$ cat config.mk
export PLATFORM = sky130hd
export DESIGN_NAME = ps2_host_tx
export DESIGN_NICKNAME = d
export VERILOG_FILES = /design/src/rtl/ps2_host_tx_pkg.sv /design/src/rtl/ps2_host_tx_line_sync.sv /design/src/rtl/ps2_host_tx.sv
export SDC_FILE = /design/constraint.sdc
export NUM_CORES = 1
export LEC_CHECK = 0
export ABC_AREA = 1
export CORE_ASPECT_RATIO = 0.8
export CORE_MARGIN = 4
export CORE_UTILIZATION = 64
export CTS_CLUSTER_DIAMETER = 200
export DETAILED_ROUTE_END_ITERATION = 8
export PLACE_DENSITY = 0.85
export SLEW_MARGIN = 20
export SYNTH_ARGS = -nofsm -noshare
export SYNTH_HDL_FRONTEND = slang
export SYNTH_SLANG_ARGS = --single-unit
$ cat constraint.sdc
create_clock -name Clock -period 3.59 [get_ports Clock]
set_input_delay 0.359 -clock Clock [delete_from_list [all_inputs] [get_ports Clock]]
set_output_delay 0.359 -clock Clock [all_outputs]
set_load 0.02 [all_outputs]
$ cat src/rtl/ps2_host_tx_pkg.sv
// Shared definitions for the PS/2 host-side transmitter and its line conditioning.
package ps2_host_tx_pkg;

    // Transmitter sequencing states
    typedef enum logic [2:0] {
        ST_IDLE      = 3'd0,
        ST_INHIBIT   = 3'd1,
        ST_RTS       = 3'd2,
        ST_SHIFT     = 3'd3,
        ST_ACK       = 3'd4,
        ST_WAIT_IDLE = 3'd5,
        ST_DONE      = 3'd6,
        ST_ERROR     = 3'd7
    } ps2_tx_state_e;

    // Commands and responses exchanged with the keyboard
    localparam logic [7:0] CMD_SET_LEDS = 8'hED;
    localparam logic [7:0] CMD_ENABLE   = 8'hF4;
    localparam logic [7:0] CMD_RESET    = 8'hFF;
    localparam logic [7:0] RESP_ACK     = 8'hFA;
    localparam logic [7:0] RELEASE      = 8'hF0;

    // Start + 8 data + parity + stop; the ACK slot is clocked as edge 11
    localparam int FRAME_LEN = 11;

    // Bits shifted out after the start bit, LSB first: data, odd parity, stop
    function automatic logic [9:0] build_frame(input logic [7:0] d);
        return {1'b1, ~^d, d};
    endfunction

endpackage

$ cat src/rtl/ps2_host_tx_line_sync.sv
// Synchronises the raw PS/2 clock and data lines and flags ps2 clock falling edges.
module ps2_host_tx_line_sync #(
    parameter int SYNC_STAGES = 2
) (
    input  logic Clock,
    input  logic nReset,
    input  logic clk_in,
    input  logic dat_in,
    output logic clk_s,
    output logic dat_s,
    output logic clk_fall
);

    logic [SYNC_STAGES-1:0] clk_sync_q, clk_sync_d;
    logic [SYNC_STAGES-1:0] dat_sync_q, dat_sync_d;
    logic                   clk_prev_q, clk_prev_d;

    // Shift the raw lines through the synchroniser chain
    always_comb begin
        clk_sync_d = {clk_sync_q[SYNC_STAGES-2:0], clk_in};
        dat_sync_d = {dat_sync_q[SYNC_STAGES-2:0], dat_in};
        clk_prev_d = clk_s;
    end

    // Lines idle high, so reset to 1 to avoid a false falling edge after reset
    always_ff @(posedge Clock or negedge nReset) begin
        if (!nReset) begin
            clk_sync_q <= '1;
            dat_sync_q <= '1;
            clk_prev_q <= 1'b1;
        end else begin
            clk_sync_q <= clk_sync_d;
            dat_sync_q <= dat_sync_d;
            clk_prev_q <= clk_prev_d;
        end
    end

    assign clk_s    = clk_sync_q[SYNC_STAGES-1];
    assign dat_s    = dat_sync_q[SYNC_STAGES-1];
    assign clk_fall = clk_prev_q & ~clk_s;

endmodule

$ cat src/rtl/ps2_host_tx.sv
// PS/2 host-to-device command transmitter: inhibit, request-to-send, shift the
// frame on device clock falling edges, check the ACK, and report done or error.
//
// state     | meaning
// ----------+-------------------------------------------------------------
// IDLE      | lines released, waiting for tx_start
// INHIBIT   | ps2 clock held low for INHIBIT_CYCLES
// RTS       | data pulled low (start bit) while clock still held low
// SHIFT     | clock released; falling edges 1..10 drive data, parity, stop
// ACK       | falling edge 11 samples the device ACK bit
// WAIT_IDLE | waiting for both lines high
// DONE      | tx_done pulse
// ERROR     | tx_error pulse (NACK or timeout), lines released
module ps2_host_tx
    import ps2_host_tx_pkg::*;
#(
    parameter int INHIBIT_CYCLES = 5000,
    parameter int TIMEOUT_CYCLES = 750000,
    parameter int SYNC_STAGES    = 2
) (
    input  logic       Clock,
    input  logic       nReset,
    input  logic [7:0] tx_data,
    input  logic       tx_start,
    input  logic       ps2_clk_in,
    input  logic       ps2_dat_in,
    output logic       ps2_clk_oe,
    output logic       ps2_dat_oe,
    output logic       busy,
    output logic       tx_done,
    output logic       tx_error
);

    localparam int CNT_MAX = (INHIBIT_CYCLES > TIMEOUT_CYCLES) ? INHIBIT_CYCLES : TIMEOUT_CYCLES;
    localparam int CNT_W   = $clog2(CNT_MAX + 1);
    localparam logic [CNT_W-1:0] INH_LAST = CNT_W'(INHIBIT_CYCLES - 1);
    localparam logic [CNT_W-1:0] TO_LAST  = CNT_W'(TIMEOUT_CYCLES - 1);
    localparam logic [CNT_W-1:0] CNT_SAT  = '1;
    localparam logic [3:0]       LAST_SHIFT_EDGE = 4'(FRAME_LEN - 2);

    logic clk_s, dat_s, clk_fall;

    ps2_host_tx_line_sync #(
        .SYNC_STAGES(SYNC_STAGES)
    ) u_line_sync (
        .Clock   (Clock),
        .nReset  (nReset),
        .clk_in  (ps2_clk_in),
        .dat_in  (ps2_dat_in),
        .clk_s   (clk_s),
        .dat_s   (dat_s),
        .clk_fall(clk_fall)
    );

    ps2_tx_state_e    state_q, state_d;
    logic [CNT_W-1:0] cnt_q, cnt_d, cnt_inc;
    logic [9:0]       shift_q, shift_d;
    logic [3:0]       edge_q, edge_d;
    logic             clk_oe_q, clk_oe_d;
    logic             dat_oe_q, dat_oe_d;
    logic             busy_q, busy_d;
    logic             done_q, done_d;
    logic             error_q, error_d;

    assign cnt_inc = (cnt_q == CNT_SAT) ? cnt_q : cnt_q + CNT_W'(1);

    // Next-state and registered-output decode
    always_comb begin
        state_d  = state_q;
        cnt_d    = cnt_q;
        shift_d  = shift_q;
        edge_d   = edge_q;
        clk_oe_d = clk_oe_q;
        dat_oe_d = dat_oe_q;
        busy_d   = busy_q;
        done_d   = 1'b0;
        error_d  = 1'b0;

        case (state_q)
            ST_IDLE: begin
                if (tx_start) begin
                    state_d  = ST_INHIBIT;
                    clk_oe_d = 1'b1;
                    dat_oe_d = 1'b0;
                    busy_d   = 1'b1;
                    cnt_d    = '0;
                    shift_d  = build_frame(tx_data);
                    edge_d   = '0;
                end
            end
            ST_INHIBIT: begin
                cnt_d = cnt_inc;
                if (cnt_q == INH_LAST) begin
                    state_d  = ST_RTS;
                    dat_oe_d = 1'b1;
                end
            end
            ST_RTS: begin
                state_d  = ST_SHIFT;
                clk_oe_d = 1'b0;
                cnt_d    = '0;
            end
            ST_SHIFT: begin
                cnt_d = cnt_inc;
                if (clk_fall) begin
                    dat_oe_d = ~shift_q[0];
                    shift_d  = {1'b0, shift_q[9:1]};
                    edge_d   = edge_q + 4'd1;
                    if (edge_q == LAST_SHIFT_EDGE) begin
                        state_d = ST_ACK;
                    end
                end
            end
            ST_ACK: begin
                cnt_d = cnt_inc;
                if (clk_fall) begin
                    if (dat_s) begin
                        state_d  = ST_ERROR;
                        error_d  = 1'b1;
                        clk_oe_d = 1'b0;
                        dat_oe_d = 1'b0;
                    end else begin
                        state_d = ST_WAIT_IDLE;
                    end
                end
            end
            ST_WAIT_IDLE: begin
                cnt_d = cnt_inc;
                if (clk_s && dat_s) begin
                    state_d = ST_DONE;
                    done_d  = 1'b1;
                end
            end
            ST_DONE, ST_ERROR: begin
                state_d = ST_IDLE;
                busy_d  = 1'b0;
            end
            default: begin
                state_d  = ST_IDLE;
                clk_oe_d = 1'b0;
                dat_oe_d = 1'b0;
                busy_d   = 1'b0;
            end
        endcase

        // The device has TIMEOUT_CYCLES from clock release to finish the handshake
        if ((state_q inside {ST_SHIFT, ST_ACK, ST_WAIT_IDLE}) && (cnt_q >= TO_LAST)) begin
            state_d  = ST_ERROR;
            error_d  = 1'b1;
            done_d   = 1'b0;
            clk_oe_d = 1'b0;
            dat_oe_d = 1'b0;
        end
    end

    // State and output registers; reset releases both lines immediately
    always_ff @(posedge Clock or negedge nReset) begin
        if (!nReset) begin
            state_q  <= ST_IDLE;
            cnt_q    <= '0;
            shift_q  <= '0;
            edge_q   <= '0;
            clk_oe_q <= 1'b0;
            dat_oe_q <= 1'b0;
            busy_q   <= 1'b0;
            done_q   <= 1'b0;
            error_q  <= 1'b0;
        end else begin
            state_q  <= state_d;
            cnt_q    <= cnt_d;
            shift_q  <= shift_d;
            edge_q   <= edge_d;
            clk_oe_q <= clk_oe_d;
            dat_oe_q <= dat_oe_d;
            busy_q   <= busy_d;
            done_q   <= done_d;
            error_q  <= error_d;
        end
    end

    assign ps2_clk_oe = clk_oe_q;
    assign ps2_dat_oe = dat_oe_q;
    assign busy       = busy_q;
    assign tx_done    = done_q;
    assign tx_error   = error_q;

endmodule

Yosys cells after proc, flatten, opt, wreduce, memory -nomap -nowiden
Index checks and enable logic that the tools add are counted.
- register bits: 47
- output and inout bits: 5
- logic and storage cells: 92
- $add $sub $neg: 2
- order comparisons: 1
- equal/unequal tests: 20
- muxes and demuxes: 36
- bitwise logic cells: 3
- reduce and logical (&&, ||, !) cells: 18
- operator list (kind ; number):
    20-bit one-hot mux with 3 select lines ; 1
    20-bit 2-to-1 mux ; 2
    3-bit 2-to-1 mux ; 7
    3-bit one-hot mux with 7 select lines ; 1
    20-bit by 1-bit adder with 20-bit output (second input constant) ; 1
    20-bit by 13-bit equality test with 1-bit output (second input constant) ; 1
    20-bit equality test (second input constant) ; 1
    20-bit >= comparator (second input constant) ; 1
    10-bit 2-to-1 mux ; 2
    10-bit one-hot mux with 2 select lines ; 1
    1-bit 2-to-1 mux ; 15
    3-bit equality test (second input constant) ; 4
    3-bit by 2-bit != test with 1-bit output (second input constant) ; 4
    6-bit AND reduction ; 2
    4-bit 2-to-1 mux ; 2
    4-bit one-hot mux with 2 select lines ; 1
    8-bit XNOR reduction ; 1
    3-bit by 2-bit equality test with 1-bit output (second input constant) ; 2
    2-bit != test (second input constant) ; 3
    3-bit != test (second input constant) ; 2
    3-bit AND reduction ; 2
    3-bit nonzero test ; 2
    5-bit nonzero test ; 1
    4-bit by 1-bit adder with 4-bit output (second input constant) ; 1
    17 further kinds ; 20

Logic depth before layout (Yosys ltp)
- word-level depth: 5
- gate-level depth with buffers: 12
- gate-level depth less buffers: 12

Modules after synthesis
A second synthesis with hierarchy kept.
- cell total of the unflattened synthesis: 374
- area, all modules: 2889.0 um^2
- modules (own cells, without submodules) (module ; instances ; cells each ; area an instance (um^2)):
    ps2_host_tx ; 1 ; 367 ; 2747.6
    ps2_host_tx_line_sync ; 1 ; 7 ; 141.4

Worst setup path before layout
Ideal clock, no wire load.
- path kind: register -> register
- start point: reg cnt_q[0]
- end point: reg cnt_q[11]
- library setup time: 0.074 ns
- arrival: 1.527 ns
- required time: 3.516 ns
- path slack: 1.989 ns
- cell stages (with the launch flop): 13
- period minus slack after synthesis: 1.601 ns
- cells stage by stage: dfrtp_1 > ha_1 > nand2_2 > inv_2 > nand2_2 > nor2_4 > inv_2 > nor3_2 > nand3_2 > nand2_4 > inv_4 > buf_8 > o21ai_2
- cells in the longest elaborated chain, start to end: 3
- ends and longest elaborated chain (element ; RTL line ; source):
    from (decl) ; ps2_host_tx.sv:56 ; logic [CNT_W-1:0] cnt_q, cnt_d, cnt_inc;
    from (signal assigned) ; ps2_host_tx.sv:170 ; cnt_q <= cnt_d;
    20-bit by 1-bit adder with 20-bit output or 20-bit equality test (tied branches) ; ps2_host_tx.sv:65 ; assign cnt_inc = (cnt_q == CNT_SAT) ? cnt_q : cnt_q + CNT_W'(1);
    20-bit 2-to-1 mux or 2-bit != test (tied branches) ; -- ;
    20-bit one-hot mux with 3 select lines or 3-bit AND reduction (tied branches) ; -- ;
Several ways; a longest one is shown, not always the timed one. The select of a mux whose other input is x is not followed.
A chain may end at the register's enable or synchronous reset.

Final worst setup path
- start point: reg state_q[1]
- end point: reg cnt_q[0]
- cells in the longest elaborated chain, start to end: 4
- ends and longest elaborated chain (element ; RTL line ; source):
    from (decl) ; ps2_host_tx.sv:55 ; ps2_tx_state_e state_q, state_d;
    from (signal assigned) ; ps2_host_tx.sv:169 ; state_q <= state_d;
    3-bit by 2-bit equality test with 1-bit output (tied with other cells) ; ps2_host_tx.sv:79 ; case (state_q)
    4-bit OR reduction (no source line) ; -- ;
    2-bit != test (no source line) or 3-bit nonzero test (tied branches) ; -- ;
    3-bit AND reduction (no source line) ; -- ;
Several ways; a longest one is shown, not always the timed one.

==> results.toml <==
[die]
die_y_um = 68.2
coreArea_um2 = 4280
die_area_um2 = 5670
start_util_pct = 67.6
die-width_um = 83.2
rows = 21
io_pins = 18

[setup_path]
r2r_cells = 10
crit_type = "register to register"
arrival_ns = 2.35
critPathMaxFanout = 16
start_kind = "register"
end_kind = "register"
critPathRequiredTime_ns = 3.80

[timing]
fin_crit_ns = 2.15
rsz0062_at_grt = "no"
fin_crit_sh_pct = 59.8
tns_ns = 0
tightest_slew_ns = 0.667
finalMaxSlewViolations = 0
hold_viol = 0
finalSetupViolCount = 0
relSlewSlack_pct = 55.2
finalClockSkew_ns = 0.0107
fmaxAchievable_ghz = 0.466

[logic_synthesis]
synth_compound_area_share_pct = 9.98
synth_area_um2 = 2900
synthAdderAreaFrac_pct = 1.30
syn_inst = 386
ys_seq_elements = 47
synth_xor_area_share_pct = 5.75
synth.area.mux_share_pct = 0
synth_nets = 402
synth_ff_type = "dfrtp_1"
synth_top_family_by_area = "simple AND/OR/NAND/NOR gates"
async_flop_share_pct = 100
yosysWarningCount = 0
yosys.area_share.simple_pct = 33.9
yosysSeqAreaShare_pct = 40.8
synth_edf_count = 0
synth.avg_cell_area_um2 = 7.50
synth_cell_types = 37

[clocking]
cts_tree = "built"
cts_buffers = 5
cts_setup_buffers = 0
clockBufferDepth = 2
cts.clk_slew.worst_paths_ns = 0.10
cts_hold_buf = 0
cts_max_level = 2
clkSinkCount = 47
post_cts_resized = 0
insertion_delay_ns = 0.31
cts_root_buf = "clkbuf_8"

[detailed_routing]
vias = 2574
dr.pass1.iters = 5
final_antenna_net_count = 0
wl_per_cell_um = 14.0
wl_um = 6450
drc = 0
drtIter0Drc = 161
via_per_inst = 5.61

[cells_and_area]
insertedDiodeCount = 0
fillers = 337
stdcell_area_um2 = 3160
drive_above_1_share_pct = 13.2
nets = 417
syn_to_final_growth_pct = 9.03
final_cell_count_no_fill = 459

[power]
vdd_drop_max_mv = 0.367
p_leak_uw = 0.00143
power_density_nw_per_um2 = 649
p_total_uw = 2050

[global_route]
first_global_vias = 2307
use_met2_pct = 35.8
grt_overflow = 0
grt_antenna_before_repair = 0
grt_pass1_wl_um = 11000
use_met1_pct = 36.4
top_usage_layer = "met1"
grt_usage_pct = 24.6
grt_start_max_net_pins = 48
grt_util_met3_pct = 5.78

[job]
drv_cap = 0

[placed_design]
io_buffers = 17
postPlaceCellArea_um2 = 3060
globalplace.congestion = 1.06
place_inst = 451
hpwl_um = 4850

[outcome]
status = "completed"

[min_path]
hold_class = "input port to async pin"
-- per-stage QoR --
stage	util [%]	hold WS [ns]	setup WS (ns)
6_report	73.7	0.0380	1.44
5_1_grt	73.7	0.0811	1.31
4_1_cts	73.6	0.250	1.49
3_5_place_dp	71.4	0.347	1.53
3_3_place_gp	71.4	0.347	1.61
2_1_floorplan	-	0.0634	1.99
-- kinds of logic after synthesis --
family | after synthesis
AND/OR/NAND/NOR | 219
XOR/XNOR | 19
AO/OA/AOI/OAI | 46
adder cells (fa/ha/maj) | 3
buffers and inverters | 52
flip-flops | 47
-- power breakdown --
part	internal (uW)	switching (uW)
clock network	144	200
logic	290	553
registers	683	176
total	1120	929
-- final cells by class --
type                            count  area [um2]  share of cell area (%)
Clock inverter                      3        27.5                   0.872
Sequential cell                    47        1180                    37.5
Multi-Input combinational cell    287        1470                    46.7
Timing Repair Buffer               17         168                    5.31
Tap cell                           57        71.3                    2.26
Clock buffer                        5        68.8                    2.18
Inverter                           43         165                    5.23
-- registers in the layout (all words and copies together) (netlist names) --
name                    count
ps2_clk_oe                  1
shift_q                    10
cnt_q                      20
u_line_sync.clk_prev_q      1
state_q                     3
busy                        1
u_line_sync.clk_sync_q      2
ps2_dat_oe                  1
u_line_sync.dat_sync_q      2
tx_done                     1
tx_error                    1
edge_q                      4
-- worst max-delay path: stages (launching register included) --
cell and delay (ns):
dfrtp_1 0.54, nand2_2 0.16, inv_2 0.04, nor2_2 0.42
nand2_1 0.13, nor3_2 0.17, nand3_2 0.11, nand2_4 0.17
inv_4 0.13, nand3_1 0.10, o21ai_2 0.06
-- metal layers --
| metal | up-vias | share of wire, % |
|---|---|---|
| met2 | 116 | 41 |
| met1 | 1178 | 49 |
| met5 | - | 0 |
| li1 | 1269 | - |
| met4 | 0 | 1.4 |
| met3 | 11 | 8.6 |
-- cell usage after synthesis, types with 2 or more instances --
| cell | n | area [um2] |
|---|---|---|
| o21ai_1 | 5 | 25.0 |
| o21ai_2 | 9 | 78.8 |
| xnor2_1 | 7 | 61.3 |
| nor2_4 | 2 | 22.5 |
| ha_1 | 3 | 37.5 |
| buf_2 | 2 | 10.0 |
| nor3_2 | 3 | 30.0 |
| o21ai_0 | 15 | 75.1 |
| nor2_2 | 4 | 25.0 |
| inv_2 | 6 | 22.5 |
| nor3_1 | 11 | 55.1 |
| nand2_2 | 7 | 43.8 |
| nand3_2 | 2 | 20.0 |
| inv_1 | 34 | 128 |
| dfrtp_1 | 42 | 1050 |
| dfstp_2 | 5 | 131 |
| nand2_1 | 108 | 405 |
| nor2_1 | 46 | 173 |
| buf_4 | 3 | 22.5 |
| a21oi_1 | 5 | 25.0 |
| buf_6 | 2 | 22.5 |
| a31oi_1 | 8 | 50.1 |
| xor2_1 | 12 | 105 |
| nand3_1 | 24 | 120 |
| nand4_1 | 8 | 50.1 |
| nand2_4 | 2 | 22.5 |
-- path summary, 6_finish.rpt --
path / start / end / slack, ns
worst max-delay path: state_q[1]$_DFFE_PN0P_ / cnt_q[0]$_DFFE_PN0P_ / 1.44
max in group asynchronous: nReset / shift_q[9]$_DFFE_PN0P_ / 3.17
min in group Clock: u_line_sync.dat_sync_q[0]$_DFF_PN1_ / u_line_sync.dat_sync_q[1]$_DFF_PN1_ / 0.36
worst max register to register: state_q[1]$_DFFE_PN0P_ / cnt_q[0]$_DFFE_PN0P_ / 1.44
worst min register to register: u_line_sync.dat_sync_q[0]$_DFF_PN1_ / u_line_sync.dat_sync_q[1]$_DFF_PN1_ / 0.36
worst min-delay path: nReset / cnt_q[17]$_DFFE_PN0P_ / 0.04
-- placed cells by master (no fill, tap or decap), types with 6 or more instances in the layout --
cell type / count
nor3_1: 11
a31oi_1: 8
inv_2: 6
nand2_1: 108
nand2_2: 7
dfrtp_1: 42
o21ai_2: 9
inv_1: 34
xor2_1: 12
nand4_1: 8
nand3_1: 24
xnor2_1: 7
o21ai_0: 15
nor2_1: 46
clkdlybuf4s50_1: 16
No activity file was read; power rests on OpenSTA's default activity.
